## config.mk

```make
export PLATFORM = sky130hd
export DESIGN_NAME = gpio_config_sequencer
export DESIGN_NICKNAME = d
export VERILOG_FILES = /design/src/rtl/gpio_seq_pkg.sv /design/src/rtl/gpio_seq_clkdiv.sv /design/src/rtl/gpio_config_sequencer.sv
export SDC_FILE = /design/constraint.sdc
export NUM_CORES = 1
export LEC_CHECK = 0
export ABC_AREA = 1
export BUFFER_PORTS_ARGS = -buffer_cell sky130_fd_sc_hd__buf_2
export CORE_ASPECT_RATIO = 0.8
export CORE_MARGIN = 8
export CORE_UTILIZATION = 30
export CTS_CLUSTER_DIAMETER = 60
export DETAILED_ROUTE_END_ITERATION = 8
export PLACE_DENSITY = 0.56
export REMOVE_ABC_BUFFERS = 1
export SYNTH_ARGS = -nofsm -noshare
export SYNTH_HDL_FRONTEND = slang
export SYNTH_HIERARCHICAL = 1
export SYNTH_SLANG_ARGS = --single-unit
```

## constraint.sdc

```tcl
create_clock -name wb_clk_i -period 2.8 [get_ports wb_clk_i]
set_input_delay 0 -clock wb_clk_i [delete_from_list [all_inputs] [get_ports wb_clk_i]]
set_output_delay 0 -clock wb_clk_i [all_outputs]
set_load 0.05 [all_outputs]
```

## src/rtl/gpio_seq_pkg.sv

```systemverilog
// Shared types and defaults for the GPIO serial-chain configuration sequencer.
// Optional pre-programming chain reset is enabled by GPIO_SEQ_SERIAL_RESET_EN.
package gpio_seq_pkg;

  localparam int NUM_PADS_DEF  = 19;
  localparam int CFG_WIDTH_DEF = 10;
  localparam int CLK_DIV_DEF   = 4;

  typedef enum logic [2:0] {
    ST_IDLE,
    ST_PRERESET,
    ST_FETCH,
    ST_SHIFT,
    ST_LOAD,
    ST_FINISH
  } seq_state_t;

  // Index width that stays legal for a single-entry range.
  function automatic int idx_width(input int count);
    return (count > 1) ? $clog2(count) : 1;
  endfunction

endpackage

```

## src/rtl/gpio_seq_clkdiv.sv

```systemverilog
// Phase divider: phase_tick every CLK_DIV enabled cycles; serial_clock toggles on a tick
// only when toggle_en is set. Disabling clears the phase so every enable starts on a low phase.
module gpio_seq_clkdiv
  import gpio_seq_pkg::*;
#(
  parameter int CLK_DIV = CLK_DIV_DEF
) (
  input  logic wb_clk_i,
  input  logic resetb,
  input  logic en,
  input  logic toggle_en,
  output logic phase_tick,
  output logic serial_clock
);

  localparam int DIV_W = $clog2(CLK_DIV + 1);
  localparam logic [DIV_W-1:0] DIV_LAST = DIV_W'(CLK_DIV - 1);

  logic [DIV_W-1:0] div_cnt;

  assign phase_tick = en && (div_cnt == DIV_LAST);

  always_ff @(posedge wb_clk_i or negedge resetb) begin
    if (!resetb) begin
      div_cnt      <= '0;
      serial_clock <= 1'b0;
    end else if (!en) begin
      div_cnt      <= '0;
      serial_clock <= 1'b0;
    end else begin
      div_cnt <= phase_tick ? '0 : div_cnt + DIV_W'(1);
      if (phase_tick && toggle_en) serial_clock <= ~serial_clock;
    end
  end

endmodule

```

## src/rtl/gpio_config_sequencer.sv

```systemverilog
// Fetches one config word per pad and shifts them MSB-first down the GPIO chain, then
// pulses serial_load. GPIO_SEQ_SERIAL_RESET_EN adds a chain reset phase before the first fetch.
module gpio_config_sequencer
  import gpio_seq_pkg::*;
#(
  parameter int NUM_PADS  = NUM_PADS_DEF,
  parameter int CFG_WIDTH = CFG_WIDTH_DEF,
  parameter int CLK_DIV   = CLK_DIV_DEF
) (
  input  logic                           wb_clk_i,
  input  logic                           resetb,
  input  logic                           start,
  output logic                           word_req,
  output logic [idx_width(NUM_PADS)-1:0] word_idx,
  input  logic                           word_valid,
  input  logic [CFG_WIDTH-1:0]           word_data,
  output logic                           serial_clock,
  output logic                           serial_data,
  output logic                           serial_load,
  output logic                           serial_resetn,
  output logic                           busy,
  output logic                           done
);

  localparam int IDX_W = idx_width(NUM_PADS);
  localparam int BIT_W = $clog2(CFG_WIDTH + 1);
  localparam logic [IDX_W-1:0] PAD_LAST = IDX_W'(NUM_PADS - 1);
  localparam logic [BIT_W-1:0] BIT_LAST = BIT_W'(CFG_WIDTH - 1);

  seq_state_t state, state_nxt;

  logic [IDX_W-1:0]     pad_cnt;
  logic [BIT_W-1:0]     bit_cnt;
  logic [CFG_WIDTH-1:0] shreg;
  logic                 div_en;
  logic                 phase_tick;
  logic                 bit_fall;
  logic                 last_bit;

  assign div_en   = (state == ST_SHIFT) || (state == ST_LOAD) || (state == ST_PRERESET);
  assign bit_fall = (state == ST_SHIFT) && phase_tick && serial_clock;
  assign last_bit = (bit_cnt == BIT_LAST);

  gpio_seq_clkdiv #(.CLK_DIV(CLK_DIV)) u_clkdiv (
    .wb_clk_i    (wb_clk_i),
    .resetb      (resetb),
    .en          (div_en),
    .toggle_en   (state == ST_SHIFT),
    .phase_tick  (phase_tick),
    .serial_clock(serial_clock)
  );

`ifdef GPIO_SEQ_SERIAL_RESET_EN
  // Ticks spent in PRERESET: 0,1 hold the chain in reset, 2 is the recovery phase.
  logic [1:0] pre_cnt;

  always_ff @(posedge wb_clk_i or negedge resetb) begin
    if (!resetb)                 pre_cnt <= '0;
    else if (state != ST_PRERESET) pre_cnt <= '0;
    else if (phase_tick)         pre_cnt <= pre_cnt + 2'd1;
  end
`endif

  always_ff @(posedge wb_clk_i or negedge resetb) begin
    if (!resetb) state <= ST_IDLE;
    else         state <= state_nxt;
  end

  always_comb begin
    state_nxt = state;
    case (state)
      ST_IDLE: begin
`ifdef GPIO_SEQ_SERIAL_RESET_EN
        if (start) state_nxt = ST_PRERESET;
`else
        if (start) state_nxt = ST_FETCH;
`endif
      end
`ifdef GPIO_SEQ_SERIAL_RESET_EN
      ST_PRERESET: if (phase_tick && (pre_cnt == 2'd2)) state_nxt = ST_FETCH;
`endif
      ST_FETCH:  if (word_valid) state_nxt = ST_SHIFT;
      ST_SHIFT:  if (bit_fall && last_bit) state_nxt = (pad_cnt == '0) ? ST_LOAD : ST_FETCH;
      ST_LOAD:   if (phase_tick) state_nxt = ST_FINISH;
      ST_FINISH: state_nxt = ST_IDLE;
      default:   state_nxt = ST_IDLE;
    endcase
  end

  // Data is shifted on the falling edge so serial_data only moves while serial_clock is low.
  always_ff @(posedge wb_clk_i or negedge resetb) begin
    if (!resetb) begin
      pad_cnt <= '0;
      bit_cnt <= '0;
      shreg   <= '0;
    end else begin
      case (state)
        ST_IDLE: if (start) pad_cnt <= PAD_LAST;
        ST_FETCH: begin
          if (word_valid) begin
            shreg   <= word_data;
            bit_cnt <= '0;
          end
        end
        ST_SHIFT: begin
          if (bit_fall) begin
            shreg <= shreg << 1;
            if (last_bit) begin
              bit_cnt <= '0;
              if (pad_cnt != '0) pad_cnt <= pad_cnt - IDX_W'(1);
            end else begin
              bit_cnt <= bit_cnt + BIT_W'(1);
            end
          end
        end
        default: ;
      endcase
    end
  end

  always_comb begin
    word_req      = 1'b0;
    busy          = 1'b0;
    done          = 1'b0;
    serial_load   = 1'b0;
    serial_resetn = 1'b1;
    case (state)
`ifdef GPIO_SEQ_SERIAL_RESET_EN
      ST_PRERESET: begin
        busy          = 1'b1;
        serial_resetn = pre_cnt[1];
      end
`endif
      ST_FETCH: begin
        busy     = 1'b1;
        word_req = 1'b1;
      end
      ST_SHIFT: busy = 1'b1;
      ST_LOAD: begin
        busy        = 1'b1;
        serial_load = 1'b1;
      end
      ST_FINISH: done = 1'b1;
      default: ;
    endcase
  end

  assign word_idx    = pad_cnt;
  assign serial_data = shreg[CFG_WIDTH-1];

endmodule

```

-- Yosys cells after proc, flatten, opt, wreduce, memory -nomap -nowiden
Cells that the tools add are included.
- output and inout port bits: 12
- logic and storage cells: 66
- bits of input ports: 14
- flip-flop bits (word level): 26
- $add $sub $neg: 3
- bitwise logic cells: 1
- equal/unequal tests: 15
- multiplexer cells: 26
- reduce and logical (&&, ||, !) cells: 15
- operator list (operator ; number):
    3-bit 2-to-1 mux ; 7
    10-bit 2-to-1 mux ; 2
    5-bit 2-to-1 mux ; 4
    10-bit one-hot mux with 2 select lines ; 1
    2-bit != test (second input constant) ; 7
    4-bit 2-to-1 mux ; 3
    3-bit one-hot mux with 4 select lines ; 1
    5-bit one-hot mux with 2 select lines ; 1
    3-bit by 2-bit == test with 1-bit output (second input constant) ; 3
    4-bit one-hot mux with 2 select lines ; 1
    3-bit == test (second input constant) ; 2
    1-bit 2-to-1 mux ; 6
    5-bit zero test ; 1
    5-bit AND reduction ; 1
    5-bit nonzero test ; 1
    5-bit by 1-bit subtractor with 5-bit output (second input constant) ; 1
    4-bit by 1-bit adder with 4-bit output (second input constant) ; 1
    4-bit == test (second input constant) ; 1
    1-bit logical AND ; 4
    4-bit AND reduction ; 1
    2-bit nonzero test ; 2
    3-bit by 1-bit adder with 3-bit output (second input constant) ; 1
    3-bit by 1-bit == test with 1-bit output (second input constant) ; 1
    3-bit zero test ; 1
    other kinds (5) ; 6

-- Longest topological paths before layout
- depth in word-level cells: 9
- depth in mapped cells: 12
- depth with buffers taken out: 11

-- Modules after synthesis
Netlist, hierarchy kept.
- modules (own cells, without submodules) (module ; seq. area each (um^2) ; times used ; area each (um^2) ; cells an instance):
    gpio_config_sequencer ; 550.5 ; 1 ; 1340.0 ; 190
    gpio_seq_clkdiv ; 100.1 ; 1 ; 187.7 ; 19

-- Least setup slack after synthesis
No wires, ideal clock.
- path kind: register -> register
- from: reg state[0]
- to: reg bit_cnt[3]
- data required time: 2735 ps
- path slack: 875 ps
- arrival time: 1860 ps
- period minus slack after synthesis: 1925 ps
- buffers on the path: 2
- cell stages (with the launch flop): 13
- setup time: 65 ps
- cells stage by stage: dfrtp_1 buf_2 a21oi_1 a21oi_1 inv_2 nor3_1 nand2_1 a21oi_2 nand2_4 inv_2 buf_6 nand3_1 nand2_1
- cells in the longest elaborated chain, start to end: 8
- elaborated cells on any way between the ends: 14
- those cells by class: eq/ne (6); mux (1); reduce/logical (7)
- ends and longest elaborated chain (element ; RTL line ; source):
    start, declared ; gpio_config_sequencer.sv:30 ; seq_state_t state, state_nxt;
    start signal, assigned ; gpio_config_sequencer.sv:66 ; else state <= state_nxt;
    3-bit by 2-bit == test with 1-bit output / 3-bit == test (equally long branches) ; gpio_config_sequencer.sv:40 ; assign div_en = (state == ST_SHIFT) || (state == ST_LOAD) || (state == ST_PRERESET);
    1-bit logical OR ; gpio_config_sequencer.sv:40 ;
    1-bit logical OR (*) ; gpio_config_sequencer.sv:40 ;
    via div_en ; gpio_config_sequencer.sv:35 ; logic div_en;
    1-bit logical AND (*) ; gpio_seq_clkdiv.sv:21 ; assign phase_tick = en && (div_cnt == DIV_LAST);
    via phase_tick ; gpio_config_sequencer.sv:36 ; logic phase_tick;
    1-bit logical AND (*) (2 in a row) ; gpio_config_sequencer.sv:41 ; assign bit_fall = (state == ST_SHIFT) && phase_tick && serial_clock;
    2-bit != test (no line) (*) ; n/a ;
    3-bit AND reduction (no line) (*) ; n/a ;
    end signal, assigned ; gpio_config_sequencer.sv:112 ; bit_cnt <= bit_cnt + BIT_W'(1);
    end, declared ; gpio_config_sequencer.sv:33 ; logic [BIT_W-1:0] bit_cnt;
The timed path passes the listed nets; every way through them passes the cells marked *.
A chain may end at the register's enable or synchronous reset.

-- Final worst setup path
- from: reg state[0]
- to: reg shreg[8]
- cells in the longest elaborated chain, start to end: 8
- elaborated cells on any way between the ends: 14
- those cells by class: eq/ne (6); mux (1); reduce/logical (7)
- ends and longest elaborated chain (element ; RTL line ; source):
    3-bit by 2-bit == test with 1-bit output / 3-bit == test (equally long branches) ; gpio_config_sequencer.sv:40 ;
    1-bit logical OR ; gpio_config_sequencer.sv:40 ;
    1-bit logical OR (*) ; gpio_config_sequencer.sv:40 ;
    via div_en ; gpio_config_sequencer.sv:35 ;
    1-bit logical AND (*) ; gpio_seq_clkdiv.sv:21 ;
    via phase_tick ; gpio_config_sequencer.sv:36 ;
    1-bit logical AND (*) (2 in a row) ; gpio_config_sequencer.sv:41 ;
    2-bit != test (no line) (*) ; n/a ;
    3-bit AND reduction (no line) (*) ; n/a ;
    end signal, assigned ; gpio_config_sequencer.sv:101 ; shreg <= word_data;
    end signal, assigned ; gpio_config_sequencer.sv:107 ; shreg <= shreg << 1;
    end, declared ; gpio_config_sequencer.sv:34 ; logic [CFG_WIDTH-1:0] shreg;
Marked as above.

==> reports/results.ini <==
[run_status]
status = complete, no violations

[logic_synthesis]
synth.avg_cell_area_um2 = 7.31
ys.flop_type = dfrtp_1
syn_area_um2 = 1530
ys_ff_latch = 26
synth.distinct_cells = 28
synth_cells = 209
synth_edf_count = 0
synth.yosys.seq_area_share_pct = 42.6
async_flop_share_pct = 100
yosysWarnings = 6

[timing]
finalSetupViolations = 0
rsz0062_at_grt = no
fin_tns_setup_ns = 0
tightestPinTransition_ns = 0.598
fin_worst_skew_ns = 0.00187
drv_slew = 0
hold_violations = 0
relSlewSlack_pct = 60.1
fin_crit_ns = 2.28
post-route-period-util_pct = 81.4
max_freq_mhz = 439

[place]
gp_congestion = 0.866
port_buffers = 24
placed_area_um2 = 1680
hpwlAfterDp_um = 2430

[route]
final_antenna_net_count = 0
first_iter_violations = 56
drc_errors = 0
vias = 1297
vias_per_cell = 4.41
wire_per_inst_um = 11.3
first_pass_iters = 4
wirelength_um = 3320

[cts]
root_buffer = clkbuf_8
cts.sinks = 26
cts_tree = yes
clk_pin_slew_ns = 0.09
clock_path_buffers = 2
cts-hold-fix-buffers = 2
clock_latency_ns = 0.27
cts_max_level = 1
post_cts_buffers = 0
numCtsBuffers = 3
cts-resized-gates = 0

[setup_path]
start_kind = flop
end_kind = flop
worstPathArrival_ns = 2.43
required_ns = 2.95
crit_fanout = 15
crit-reg2reg-launch = state[0]
cp-startpoint = state[0]
crit_type = reg -> reg

[global_route]
overflow = 0
first_global_vias = 1296
grt_pass1_wl_um = 5840
grt_start_max_net_pins = 27
antenna_found_initial = 0
grt_use_total_pct = 9.53

[die]
pin_count = 26
core-area_um2 = 4950
start_util_pct = 30.9
row_count = 23
chipWidth_um = 95.8
dieArea_um2 = 7650
die_h_um = 79.8

[layout]
nNetsFinal = 251
layout-drive-gt1-share_pct = 19.4
fillers = 535
fin_area_um2 = 1750
insertedDiodeCount = 0
syn2layout_area_growth_pct = 14.7

[min_path]
min-delay-start = word_data[5]
hp-class = in -> reg

[power_and_ir_drop]
power.leakage_nw = 0.964
p_per_area_nw_per_um2 = 1130
peakVddDrop_mv = 0.538

[flow_run]
drv_cap = 0

[state kept, by name, summed over array words and instances, names as in the netlist]
signal and flops:
u_clkdiv/div_cnt 3, u_clkdiv/serial_clock 1, state 3, word_idx 5
bit_cnt 4, shreg 10
[cell usage after synthesis (all sizes together) (2+ instances only)]
library cell	count	area [µm²]
nand2	94	368
dfrtp	26	651
inv	20	75.1
nand3	16	90.1
nor2	15	81.3
o21ai	12	63.8
buf	7	48.8
a21oi	4	23.8
ha	4	50.1
nor3	3	20.0
nand4	2	12.5
xor2	2	17.5
[worst max-delay path, stage by stage (launching register included)]
cell and delay, ns:
dfrtp_1 0.61, a21oi_1 0.07, a21oi_1 0.35, inv_2 0.09
nor3_1 0.22, nand2_1 0.15, a21oi_2 0.19, nand2_4 0.14
inv_2 0.22, o21ai_0 0.12
[placed cells by master (no fill, tap or decap), drive strengths merged]
cell         Yosys  final
nand3b           1      1
buf              7     24
dfrtp           26     26
nor3             3      3
clkbuf           0      4
dlygate4sd3      0      2
xnor2            1      1
or2              1      1
a21oi            4      4
nand3           16     16
nor2            15     15
nand4            2      2
nand2           94     94
conb             1      1
xor2             2      2
inv             20     20
o21ai           12     12
ha               4      4
[per-layer routing]
metal | part of all wire (%) | global-route usage, % | up-vias
li1 | - | - | 692
met1 | 50 | 12.3 | 574
met2 | 43 | 15.3 | 29
met3 | 6.8 | 3.48 | 2
met4 | 0.36 | 0.919 | 0
met5 | 0 | 0 | -
[final timing paths]
| check | end | slack [ns] | depth (start not counted) |
|---|---|---|---|
| min in group asynchronous | state[1] | 0.26 | 2 |
| worst max-delay path | shreg[8] | 0.52 | 9 |
| worst min register to register | u_clkdiv/div_cnt[0] | 0.47 | 1 |
| worst min-delay path | shreg[5] | 0.02 | 5 |
| max in group asynchronous | shreg[7] | 2.15 | 2 |
| worst max register to register | shreg[8] | 0.52 | 9 |
[layout make-up]
cell class | instances | area [µm²] | area share [%]
Timing Repair Buffer | 26 | 140 | 8.00
Clock buffer | 4 | 55.1 | 3.14
Multi-Input combinational cell | 156 | 753 | 43.0
Inverter | 20 | 75.1 | 4.29
Tap cell | 62 | 77.6 | 4.43
Sequential cell | 26 | 651 | 37.1
[power by group]
group	switching, mW	internal, mW	leakage (nW)
Combinational	0.783	0.313	0.598
Clock	0.119	0.126	0.0288
Sequential	0.128	0.517	0.337
Total	1.03	0.955	0.964
[cell families (layout without fill, tap and decap cells)]
group	count (synthesis)	after routing	share of synthesized area, %
AND/OR/NAND/NOR	132	132	38.3
buffers and inverters	27	50	8.11
flip-flops	26	26	42.6
AO/OA/AOI/OAI	16	16	5.73
adder cells (fa/ha/maj)	4	4	3.28
XOR/XNOR	3	3	1.72
other	1	1	0.245
[per-stage QoR]
stage	worst slack, ns	instances	util [%]	hold slack [ns]	power [mW]
floorplan	0.866	202	-	-0.296	1.50
CTS	0.509	294	35.4	0.0203	2.01
finish	0.520	294	35.4	0.0231	1.98
global placement	0.626	288	33.9	0.0535	1.75
global route	0.165	294	35.4	0.0394	2.21
detailed placement	0.523	288	33.9	0.0527	1.76
Note: power is estimated with default switching activity, not from simulation.
